===== config.mk =====
export PLATFORM = sky130hd
export DESIGN_NAME = muldiv_unit
export DESIGN_NICKNAME = d
export VERILOG_FILES = /design/src/rtl/muldiv_unit.sv
export SDC_FILE = /design/constraint.sdc
export NUM_CORES = 1
export LEC_CHECK = 0
export BUFFER_PORTS_ARGS = -buffer_cell sky130_fd_sc_hd__buf_2
export CORE_ASPECT_RATIO = 1.2
export CORE_MARGIN = 4
export CORE_UTILIZATION = 55
export CTS_BUF_LIST = sky130_fd_sc_hd__clkbuf_16
export CTS_CLUSTER_SIZE = 28
export DETAILED_ROUTE_END_ITERATION = 7
export GPL_TIMING_DRIVEN = 0
export HOLD_SLACK_MARGIN = 0.06
export PLACE_DENSITY = 0.81
export SYNTH_ARGS = -nofsm -noshare
export SYNTH_HDL_FRONTEND = slang
export SYNTH_SLANG_ARGS = --single-unit

===== constraint.sdc =====
create_clock -name i_clk -period 4.6 [get_ports i_clk]
set_input_delay 1.38 -clock i_clk [delete_from_list [all_inputs] [get_ports i_clk]]
set_output_delay 1.38 -clock i_clk [all_outputs]
set_load 0.02 [all_outputs]

===== src/rtl/muldiv_unit.sv =====
// Iterative multiply/divide unit with architectural HI/LO registers.
// One shift-add or restoring shift-subtract step per cycle, sign fix-up on completion.
module muldiv_unit #(
  parameter int unsigned DATA_BUS_WIDTH   = 32,
  parameter int unsigned MDU_OP_BUS_WIDTH = 2
) (
  input  logic                        i_clk,
  input  logic                        i_reset,
  input  logic                        i_start,
  input  logic [MDU_OP_BUS_WIDTH-1:0] i_op,
  input  logic [DATA_BUS_WIDTH-1:0]   i_a,
  input  logic [DATA_BUS_WIDTH-1:0]   i_b,
  input  logic                        i_flush,
  input  logic                        i_wr_hi,
  input  logic                        i_wr_lo,
  input  logic [DATA_BUS_WIDTH-1:0]   i_wr_data,
  output logic [DATA_BUS_WIDTH-1:0]   o_hi,
  output logic [DATA_BUS_WIDTH-1:0]   o_lo,
  output logic                        o_busy,
  output logic                        o_done
);

  localparam int unsigned W     = DATA_BUS_WIDTH;
  localparam int unsigned W2    = 2 * DATA_BUS_WIDTH;
  localparam int unsigned CNT_W = $clog2(DATA_BUS_WIDTH);

  localparam logic [1:0] S_IDLE = 2'b00;
  localparam logic [1:0] S_RUN  = 2'b01;
  localparam logic [1:0] S_DONE = 2'b10;

  logic [1:0]       state_q, state_d;
  logic [CNT_W-1:0] cnt_q, cnt_d;
  logic             is_div_q, is_div_d;
  logic [W-1:0]     opb_q, opb_d;
  logic [W-1:0]     p_hi_q, p_hi_d;
  logic [W-1:0]     p_lo_q, p_lo_d;
  logic [W-1:0]     a_raw_q, a_raw_d;
  logic             neg_lo_q, neg_lo_d;
  logic             neg_hi_q, neg_hi_d;
  logic             div0_q, div0_d;
  logic [W-1:0]     hi_q, hi_d;
  logic [W-1:0]     lo_q, lo_d;
  logic             busy_q, busy_d;
  logic             done_q, done_d;

  // Operand decode: bit 1 selects divide, bit 0 selects unsigned
  logic         signed_op_c;
  logic [W-1:0] mag_a_c, mag_b_c;
  assign signed_op_c = ~i_op[0];
  assign mag_a_c = (signed_op_c && i_a[W-1]) ? (~i_a + W'(1)) : i_a;
  assign mag_b_c = (signed_op_c && i_b[W-1]) ? (~i_b + W'(1)) : i_b;

  // Iteration datapath shared between multiply and divide
  logic [W:0]    mul_sum_c, div_trial_c;
  logic [W2-1:0] prod_c, prod_fix_c;
  logic [W-1:0]  quo_fix_c, rem_fix_c;
  assign mul_sum_c   = {1'b0, p_hi_q} + (p_lo_q[0] ? {1'b0, opb_q} : '0);
  assign div_trial_c = {p_hi_q, p_lo_q[W-1]} - {1'b0, opb_q};
  assign prod_c      = {p_hi_q, p_lo_q};
  assign prod_fix_c  = neg_lo_q ? (~prod_c + W2'(1)) : prod_c;
  assign quo_fix_c   = neg_lo_q ? (~p_lo_q + W'(1)) : p_lo_q;
  assign rem_fix_c   = neg_hi_q ? (~p_hi_q + W'(1)) : p_hi_q;

  always_comb begin
    state_d  = state_q;
    cnt_d    = cnt_q;
    is_div_d = is_div_q;
    opb_d    = opb_q;
    p_hi_d   = p_hi_q;
    p_lo_d   = p_lo_q;
    a_raw_d  = a_raw_q;
    neg_lo_d = neg_lo_q;
    neg_hi_d = neg_hi_q;
    div0_d   = div0_q;
    hi_d     = hi_q;
    lo_d     = lo_q;
    busy_d   = busy_q;
    done_d   = 1'b0;

    case (state_q)
      S_IDLE: begin
        busy_d = 1'b0;
        if (i_wr_hi) hi_d = i_wr_data;
        if (i_wr_lo) lo_d = i_wr_data;
        if (i_start && !i_flush) begin
          is_div_d = i_op[1];
          p_hi_d   = '0;
          p_lo_d   = i_op[1] ? mag_a_c : mag_b_c;
          opb_d    = i_op[1] ? mag_b_c : mag_a_c;
          a_raw_d  = i_a;
          neg_lo_d = signed_op_c && (i_a[W-1] ^ i_b[W-1]);
          neg_hi_d = signed_op_c && i_a[W-1];
          div0_d   = (i_b == '0);
          cnt_d    = CNT_W'(W - 1);
          state_d  = S_RUN;
          busy_d   = 1'b1;
        end
      end

      S_RUN: begin
        if (i_flush) begin
          state_d = S_IDLE;
          busy_d  = 1'b0;
        end else begin
          if (is_div_q) begin
            if (!div_trial_c[W]) begin
              p_hi_d = div_trial_c[W-1:0];
              p_lo_d = {p_lo_q[W-2:0], 1'b1};
            end else begin
              p_hi_d = {p_hi_q[W-2:0], p_lo_q[W-1]};
              p_lo_d = {p_lo_q[W-2:0], 1'b0};
            end
          end else begin
            p_hi_d = mul_sum_c[W:1];
            p_lo_d = {mul_sum_c[0], p_lo_q[W-1:1]};
          end
          if (cnt_q == '0) state_d = S_DONE;
          else             cnt_d   = cnt_q - CNT_W'(1);
        end
      end

      S_DONE: begin
        state_d = S_IDLE;
        busy_d  = 1'b0;
        if (!i_flush) begin
          done_d = 1'b1;
          if (!is_div_q) begin
            hi_d = prod_fix_c[W2-1:W];
            lo_d = prod_fix_c[W-1:0];
          end else if (div0_q) begin
            hi_d = a_raw_q;
            lo_d = '1;
          end else begin
            hi_d = rem_fix_c;
            lo_d = quo_fix_c;
          end
        end
      end

      default: begin
        state_d = S_IDLE;
        busy_d  = 1'b0;
      end
    endcase
  end

  always_ff @(posedge i_clk or negedge i_reset) begin
    if (!i_reset) begin
      state_q  <= S_IDLE;
      cnt_q    <= '0;
      is_div_q <= 1'b0;
      opb_q    <= '0;
      p_hi_q   <= '0;
      p_lo_q   <= '0;
      a_raw_q  <= '0;
      neg_lo_q <= 1'b0;
      neg_hi_q <= 1'b0;
      div0_q   <= 1'b0;
      hi_q     <= '0;
      lo_q     <= '0;
      busy_q   <= 1'b0;
      done_q   <= 1'b0;
    end else begin
      state_q  <= state_d;
      cnt_q    <= cnt_d;
      is_div_q <= is_div_d;
      opb_q    <= opb_d;
      p_hi_q   <= p_hi_d;
      p_lo_q   <= p_lo_d;
      a_raw_q  <= a_raw_d;
      neg_lo_q <= neg_lo_d;
      neg_hi_q <= neg_hi_d;
      div0_q   <= div0_d;
      hi_q     <= hi_d;
      lo_q     <= lo_d;
      busy_q   <= busy_d;
      done_q   <= done_d;
    end
  end

  assign o_hi   = hi_q;
  assign o_lo   = lo_q;
  assign o_busy = busy_q;
  assign o_done = done_q;

endmodule


**After elaboration in Yosys (flattened, before gate mapping)**

Cells that the tools add are included.

- $add $sub $neg: 8
- Equal/unequal tests: 10
- Muxes and demuxes: 41
- Bitwise logic cells: 7
- Reduce and logical (&&, ||, !) cells: 16

Operators with widths:

| cell | count |
|---|---|
| 2-to-1 mux 32 bit | 22 |
| one-hot mux 32 bit (2 select lines) | 4 |
| adder 32 x 1 -> 32 bit (second input constant) | 4 |
| NOT 32 bit | 4 |
| adder 64 x 1 -> 64 bit (second input constant) | 1 |
| 2-to-1 mux 64 bit | 1 |
| NOT 64 bit | 1 |
| adder 32 x 32 -> 33 bit | 1 |
| subtractor 33 x 32 -> 33 bit | 1 |
| zero test 32 bit | 1 |
| 2-to-1 mux 5 bit | 3 |
| != test 2 bit (second input constant) | 7 |
| one-hot mux 5 bit (2 select lines) | 1 |
| AND reduction 3 bit | 3 |
| 2-to-1 mux 2 bit | 3 |
| zero test 5 bit | 1 |
| 2-to-1 mux 1 bit | 5 |
| subtractor 5 x 1 -> 5 bit (second input constant) | 1 |
| logical AND 1 bit | 4 |
| one-hot mux 2 bit (2 select lines) | 1 |
| AND reduction 2 bit | 2 |
| AND reduction 4 bit | 1 |
| nonzero test 2 bit | 2 |
| != test 3 bit (second input constant) | 1 |
| 7 further kinds | 7 |

- Register bits: 205
- Input port bits: 104
- Word-level logic and storage cells: 96

**Depth between registers and ports, before layout**

- Depth in word-level cells: 7
- Depth in mapped cells: 14
- Depth with buffers taken out: 13

**Worst setup path before layout**

Ideal clock, no wire load.

- Path type: input to register
- From: input port i_a[12]
- To: register p_lo_q[30]
- Data arrival time: 3.937 ns
- Path slack: 0.539 ns
- Stages on the path: 9
- Path buffers: 0
- Cells stage by stage: or4_1 -> or4_1 -> or4_1 -> or2_2 -> o21ai_1 -> xnor2_1 -> o21ai_0 -> nand2_1 -> a211o_1

- Longest elaborated chain between the ends: 6

RTL lines:

| element | line | source |
|---|---|---|
| start: declaration | 11 | `input logic [DATA_BUS_WIDTH-1:0] i_a,` |
| NOT 32 bit | 50 | `assign mag_a_c = (signed_op_c && i_a[W-1]) ? (~i_a + W'(1)) : i_a;` |
| adder 32 x 1 -> 32 bit | 50 |  |
| 2-to-1 mux 32 bit | 50 |  |
| 2-to-1 mux 32 bit | 88 | `p_lo_d = i_op[1] ? mag_a_c : mag_b_c;` |
| 2-to-1 mux 32 bit | 85 | `if (i_start && !i_flush) begin` |
| one-hot mux 32 bit (2 select lines) | 80 | `case (state_q)` |
| end signal: assignment | 169 | `p_lo_q <= p_lo_d;` |
| end: declaration | 36 | `logic [W-1:0] p_lo_q, p_lo_d;` |

No other way between the ends. The select of a mux whose other input is x is not followed.
A chain may end at the register's enable or synchronous reset.

**Worst setup path after layout**

- From: register p_lo_q[0]
- To: register hi_q[8], in the netlist o_hi[8]

- Longest elaborated chain between the ends: 6

RTL lines:

| element | line | source |
|---|---|---|
| NOT 64 bit | 60 | `assign prod_fix_c = neg_lo_q ? (~prod_c + W2'(1)) : prod_c;` |
| adder 64 x 1 -> 64 bit | 60 |  |
| 2-to-1 mux 64 bit | 60 |  |
| 2-to-1 mux 32 bit | 127 | `if (!is_div_q) begin` |
| 2-to-1 mux 32 bit | 125 | `if (!i_flush) begin` |
| one-hot mux 32 bit (2 select lines) | 80 |  |
| end signal: assignment | 174 | `hi_q <= hi_d;` |
| end: declaration | 41 | `logic [W-1:0] hi_q, hi_d;` |

No other way between the ends. The select of a mux whose other input is x is not followed.

==> results by stage <==
Synth:
- The number of library cell types mapped by synthesis is 79.
- Yosys attributes the largest share of cell area to sky130_fd_sc_hd__dfrtp_1 30%, sky130_fd_sc_hd__nand2_1 7.1%, sky130_fd_sc_hd__o21ai_0 6.6%.
- Summing the areas of all fa, ha and maj instances in the mapped netlist gives about 5.3% of the synthesized area.
- The synthesized cell area is approximately 0.017 mm².
- By area, the combinational part of the netlist is dominated by compound AO/OA/AOI/OAI gates.
- After synthesis, the most frequently instantiated cells are 329 x sky130_fd_sc_hd__nand2_1, 229 x sky130_fd_sc_hd__o21ai_0, 205 x sky130_fd_sc_hd__dfrtp_1, 187 x sky130_fd_sc_hd__a21oi_1, 187 x sky130_fd_sc_hd__nor2_1.
- The xor/xnor cell area share of the yosys netlist is roughly a tenth.
- The total nets after synthesis is around 2.5k.
- The area fraction in compound gates after synthesis is between 20 and 30%.
- The dominant cell by count in the synthesized netlist is sky130_fd_sc_hd__nand2_1.
- The multiplexer share of the synthesized area is between 4 and 5%.
- The most used flip-flop cell after synthesis is sky130_fd_sc_hd__dfrtp_1.
- A synthesized cell averages 7.59 µm².
- The count of flip-flops with a built-in enable after synthesis is 0.
- Counting every instance in the synthesized netlist gives roughly 2.3k.
- The synthesized flop and latch total is about 200.
- The portion of synthesized cell area occupied by the leading cell type is between 20% and 30%.
- After Yosys synthesis, and, or, nand and nor cells account for approximately a fifth of the synthesized area.
- The share of synthesized area occupied by flip-flops and latches is just under 30%.
- For this run, the number of Yosys warnings is 0.
- The cell taking the most area after synthesis is sky130_fd_sc_hd__dfrtp_1.
- Of all flip-flops after synthesis, the portion carrying an async set or reset was 100%.

Global routing:
- Entering global routing, the biggest net connects approximately 120 pins.
- Global routing used a little over two fifths of the available tracks.
- The first global-routing pass estimated around 110000 µm of wire.
- The via count of the first global-routing pass is between 15k and 20k.
- The number of antenna violations at the first check in global routing is 1.
- For this run the aggregate overflow at the end of global routing stands at 0.

Worst hold path:
- The startpoint of the lowest-slack hold path is o_lo[25].
- The class of the tightest hold or removal check is reg -> reg.

Clocking:
- The root buffer cell is sky130_fd_sc_hd__clkbuf_16.
- The total CTS buffers is 23.
- The clock passes through at most 3 buffers.
- The total clock sinks is about 210.
- CTS built an H-tree with a depth of 1.
- The clock-pin slew of the registers on the worst-case setup and hold paths is approximately 0.060 ns.
- The post-CTS setup buffer count is 0.
- The clock reaches the later pin of the worst-skew pair after roughly 0.55 ns.
- The clock tree from TritonCTS is done.

STA:
- The minimum setup slack in the final design is between 0.1 and 0.15 ns.
- The count of pins over their slew limit came to 0.
- Derived from the worst setup path, the maximum achievable clock frequency is around 220 MHz.
- Measured against its own limit, the worst slew margin works out to between 10% and 20%.
- For the pin with the worst max-slew slack, the measured transition is roughly 1.2 ns.
- The total negative setup slack is 0 ns.
- After layout, the minimum clock period comes to 4.49 ns.
- The worst hold slack across all endpoints is roughly 0.48 ns.
- Clock skew on the completed layout was measured at approximately 0.014 ns.
- Setup repair after global routing left no endpoint under its margin.
- The number of failing hold endpoints at the final stage is 0.
- The final count of negative-setup-slack endpoints is 0.
- The final cycle utilization of the critical path is a little over nine tenths.

Status:
- The run finished with clean final reports.

Setup path:
- Traced cell by cell, the critical path runs through inv_1, clkbuf_1, ha_1, nand2b_1, or4_1, or4_1, o21ai_0, xor2_1, nor2_1, a211oi_1, nor3_1.
- The largest individual stage delay along the critical path comes from the cell sky130_fd_sc_hd__clkbuf_1.
- The worst endpoint required time is between 5 and 6 ns.
- The maximum fanout along the worst path is 10.
- The cell with the most instances on the worst path is sky130_fd_sc_hd__or4_1.
- The critical path in this run is classified as reg -> reg.
- The delay of the slowest cell on the worst path is roughly 0.6 ns.
- STA classifies the critical path startpoint as a register.
- Grouping stages by cell kind, the critical path spends the most delay in simple AND/OR/NAND/NOR gates.
- Data arrives at the worst endpoint at 4.90 ns.
- The critical path buffer and inverter count is 2.
- In this run the critical register-to-register path is launched from p_lo_q[0].
- The endpoint class of the critical path is a register.
- Tracing the worst setup path back leads to its startpoint at p_lo_q[0].

Drt:
- In this run, the number of DRC markers left after iteration 0 of detailed routing was 2536.
- The average routed wire per standard cell is between 20 and 30 µm.
- The total DRC errors in the routed layout is 0.
- The via density per instance is approximately 6.7.
- Before antenna repair, the detailed router went through 8 iterations.
- The antenna violation net count after detailed routing is 0.
- The count of vias placed by the detailed router is between 15k and 20k.
- The routed design has about 75000 µm of wire.

Flow run:
- Max-cap violations in this run came to 0.

Power and ir drop:
- For this design the ratio of total power to cell area is between 500 and 600 mW/mm².
- Per report_power, the clock group accounts for between 10% and 20% of the total.
- The design draws approximately 11 mW.
- Internal power comes to around 5.6 mW.
- The net switching component of the power is around 5.7 mW.
- The relative contribution of combinational cells to total power is 59.1%.
- In this run the static leakage power is roughly 8.4 nW.
- Across the VDD grid, the largest voltage drop is ~410 µV.
- Registers are responsible for roughly a quarter of the overall power.
- In this run switching power makes up between 50% and 60% of total power.

Final layout:
- The area added between synthesis and finish is 12.0%.
- The sequential cells in the finished layout cover a total of ~0.0051 mm².
- The share of final-layout standard cells stronger than drive strength 1 is 10.0%.
- Once layout is complete, the cells apart from fillers number 2886.
- The fill cell total of the finished layout is around 2.8k.
- The area of combinational cells with multiple inputs is around 0.011 mm².
- In the final design database the tool counted 2651 nets.

Floorplan:
- The region available for standard cell placement spans 0.0307 mm².
- During I/O placement, the number of pins put on the boundary was 170.
- The y dimension of the die is 202 µm.
- The initial utilization of the core area, before any placement, comes to around 56%.
- The total number of placement rows is 70.
- In this run the horizontal extent of the chip is 170 µm.
- The die area is between 0.03 and 0.04 mm².

Placement:
- The number of buffer cells added on primary ports is between 150 and 200.
- The total half-perimeter wirelength after legalization and detailed placement is about 60000 µm.
- Once placement completed, the tool counted placed cells totaling ~2.8k.
- The routability-driven placement congestion ratio is 1.07.
- The post-place setup slack is -0.279 ns.
[registers in the layout, indices dropped and copies added (netlist names)]
| register | count |
|---|---|
| neg_lo_q | 1 |
| a_raw_q | 32 |
| p_hi_q | 32 |
| p_lo_q | 32 |
| neg_hi_q | 1 |
| o_lo | 32 |
| div0_q | 1 |
| state_q | 2 |
| is_div_q | 1 |
| o_busy | 1 |
| o_done | 1 |
| o_hi | 32 |
| opb_q | 32 |
| cnt_q | 5 |
[metal layers]
metal  wire (µm)  track usage, %
met1       28500            55.3
met2       32300            64.5
met3        8770            9.27
met4        5850            25.0
met5          13               0
[cell usage in the layout, fill, tap and decap left out, types with 11 or more instances in the layout]
master	instances
sky130_fd_sc_hd__o21ai_0	229
sky130_fd_sc_hd__nand4_1	11
sky130_fd_sc_hd__o41ai_1	11
sky130_fd_sc_hd__a21oi_1	187
sky130_fd_sc_hd__nand3_1	49
sky130_fd_sc_hd__o31ai_1	41
sky130_fd_sc_hd__nand2b_1	27
sky130_fd_sc_hd__o221ai_1	13
sky130_fd_sc_hd__buf_1	12
sky130_fd_sc_hd__clkbuf_1	147
sky130_fd_sc_hd__o22ai_1	42
sky130_fd_sc_hd__clkbuf_16	23
sky130_fd_sc_hd__mux2_2	11
sky130_fd_sc_hd__and3_1	17
sky130_fd_sc_hd__inv_1	76
sky130_fd_sc_hd__nor2_1	187
sky130_fd_sc_hd__xnor2_1	122
sky130_fd_sc_hd__or3_1	30
sky130_fd_sc_hd__nor3_1	49
sky130_fd_sc_hd__buf_2	170
sky130_fd_sc_hd__or2_2	12
sky130_fd_sc_hd__a31oi_1	18
sky130_fd_sc_hd__a211oi_1	14
sky130_fd_sc_hd__a22oi_1	20
sky130_fd_sc_hd__or4_1	17
sky130_fd_sc_hd__dfrtp_1	205
sky130_fd_sc_hd__mux2i_1	61
sky130_fd_sc_hd__nor2b_1	18
sky130_fd_sc_hd__ha_1	70
sky130_fd_sc_hd__nand2_1	329
sky130_fd_sc_hd__nor4_1	18
sky130_fd_sc_hd__xor2_1	65
sky130_fd_sc_hd__o211ai_1	27
sky130_fd_sc_hd__a21o_1	32
[stage by stage]
step,util (%),instance area [µm²]
floorplan,-,17300
global placement,60.7,18700
detailed placement,60.8,18700
CTS,63.1,19400
global route,63.1,19400
finish,63.1,19400
[cell families (layout without fill, tap and decap cells)]
group / Yosys count / count (layout)
xor gates and xnor gates: 187 / 187
other: 0 / 1
muxes: 72 / 72
buffers and inverters: 242 / 449
and+or+nand+nor: 796 / 796
adders and majority gates: 72 / 72
AOI/OAI and AO/OA: 708 / 708
DFF: 205 / 205
[cell type report]
type | count | area share [%]
Timing Repair Buffer | 168 | 4.50
Antenna cell | 1 | 0.0129
Clock inverter | 16 | 0.613
Tap cell | 396 | 2.55
Clock buffer | 23 | 2.97
Multi-Input combinational cell | 1835 | 58.2
Sequential cell | 205 | 26.4
Inverter | 75 | 1.45
Buffer | 167 | 3.28
[power groups by stage]
stage	combinational [mW]	sequential (mW)	clock, mW
6_report	6.67	2.82	1.79
5_1_grt	7.14	2.85	1.85
4_1_cts	6.42	2.78	1.78
3_5_place_dp	6.37	2.81	0
3_3_place_gp	6.27	2.78	0
2_1_floorplan	4.43	2.70	0
[final timing paths]
path | to | slack, ns | cells after the start
max in group asynchronous | opb_q[18] | 2.67 | 2
worst max register to register | o_hi[8] | 0.11 | 11
worst min register to register | o_lo[25] | 0.48 | 2
worst max-delay path | o_hi[8] | 0.11 | 11
worst min-delay path | o_lo[25] | 0.48 | 2
min in group asynchronous | o_lo[3] | 0.86 | 1
[worst reg2reg max path: cells and delay by family, from the launching register on]
kind | cells | cell delay (ns)
AOI/OAI and AO/OA | 2 | 0.73
xor gates and xnor gates | 1 | 0.16
adders and majority gates | 1 | 0.40
buffers and inverters | 2 | 1.00
DFF | 1 | 0.58
and+or+nand+nor | 5 | 1.49
[repair_timing]
item                                    4_1_cts  5_1_grt
endpoints found under the setup margin        4       23
hold buffers                                  0        0
resized for setup                             2        6
(Power assumes the default switching activity.)
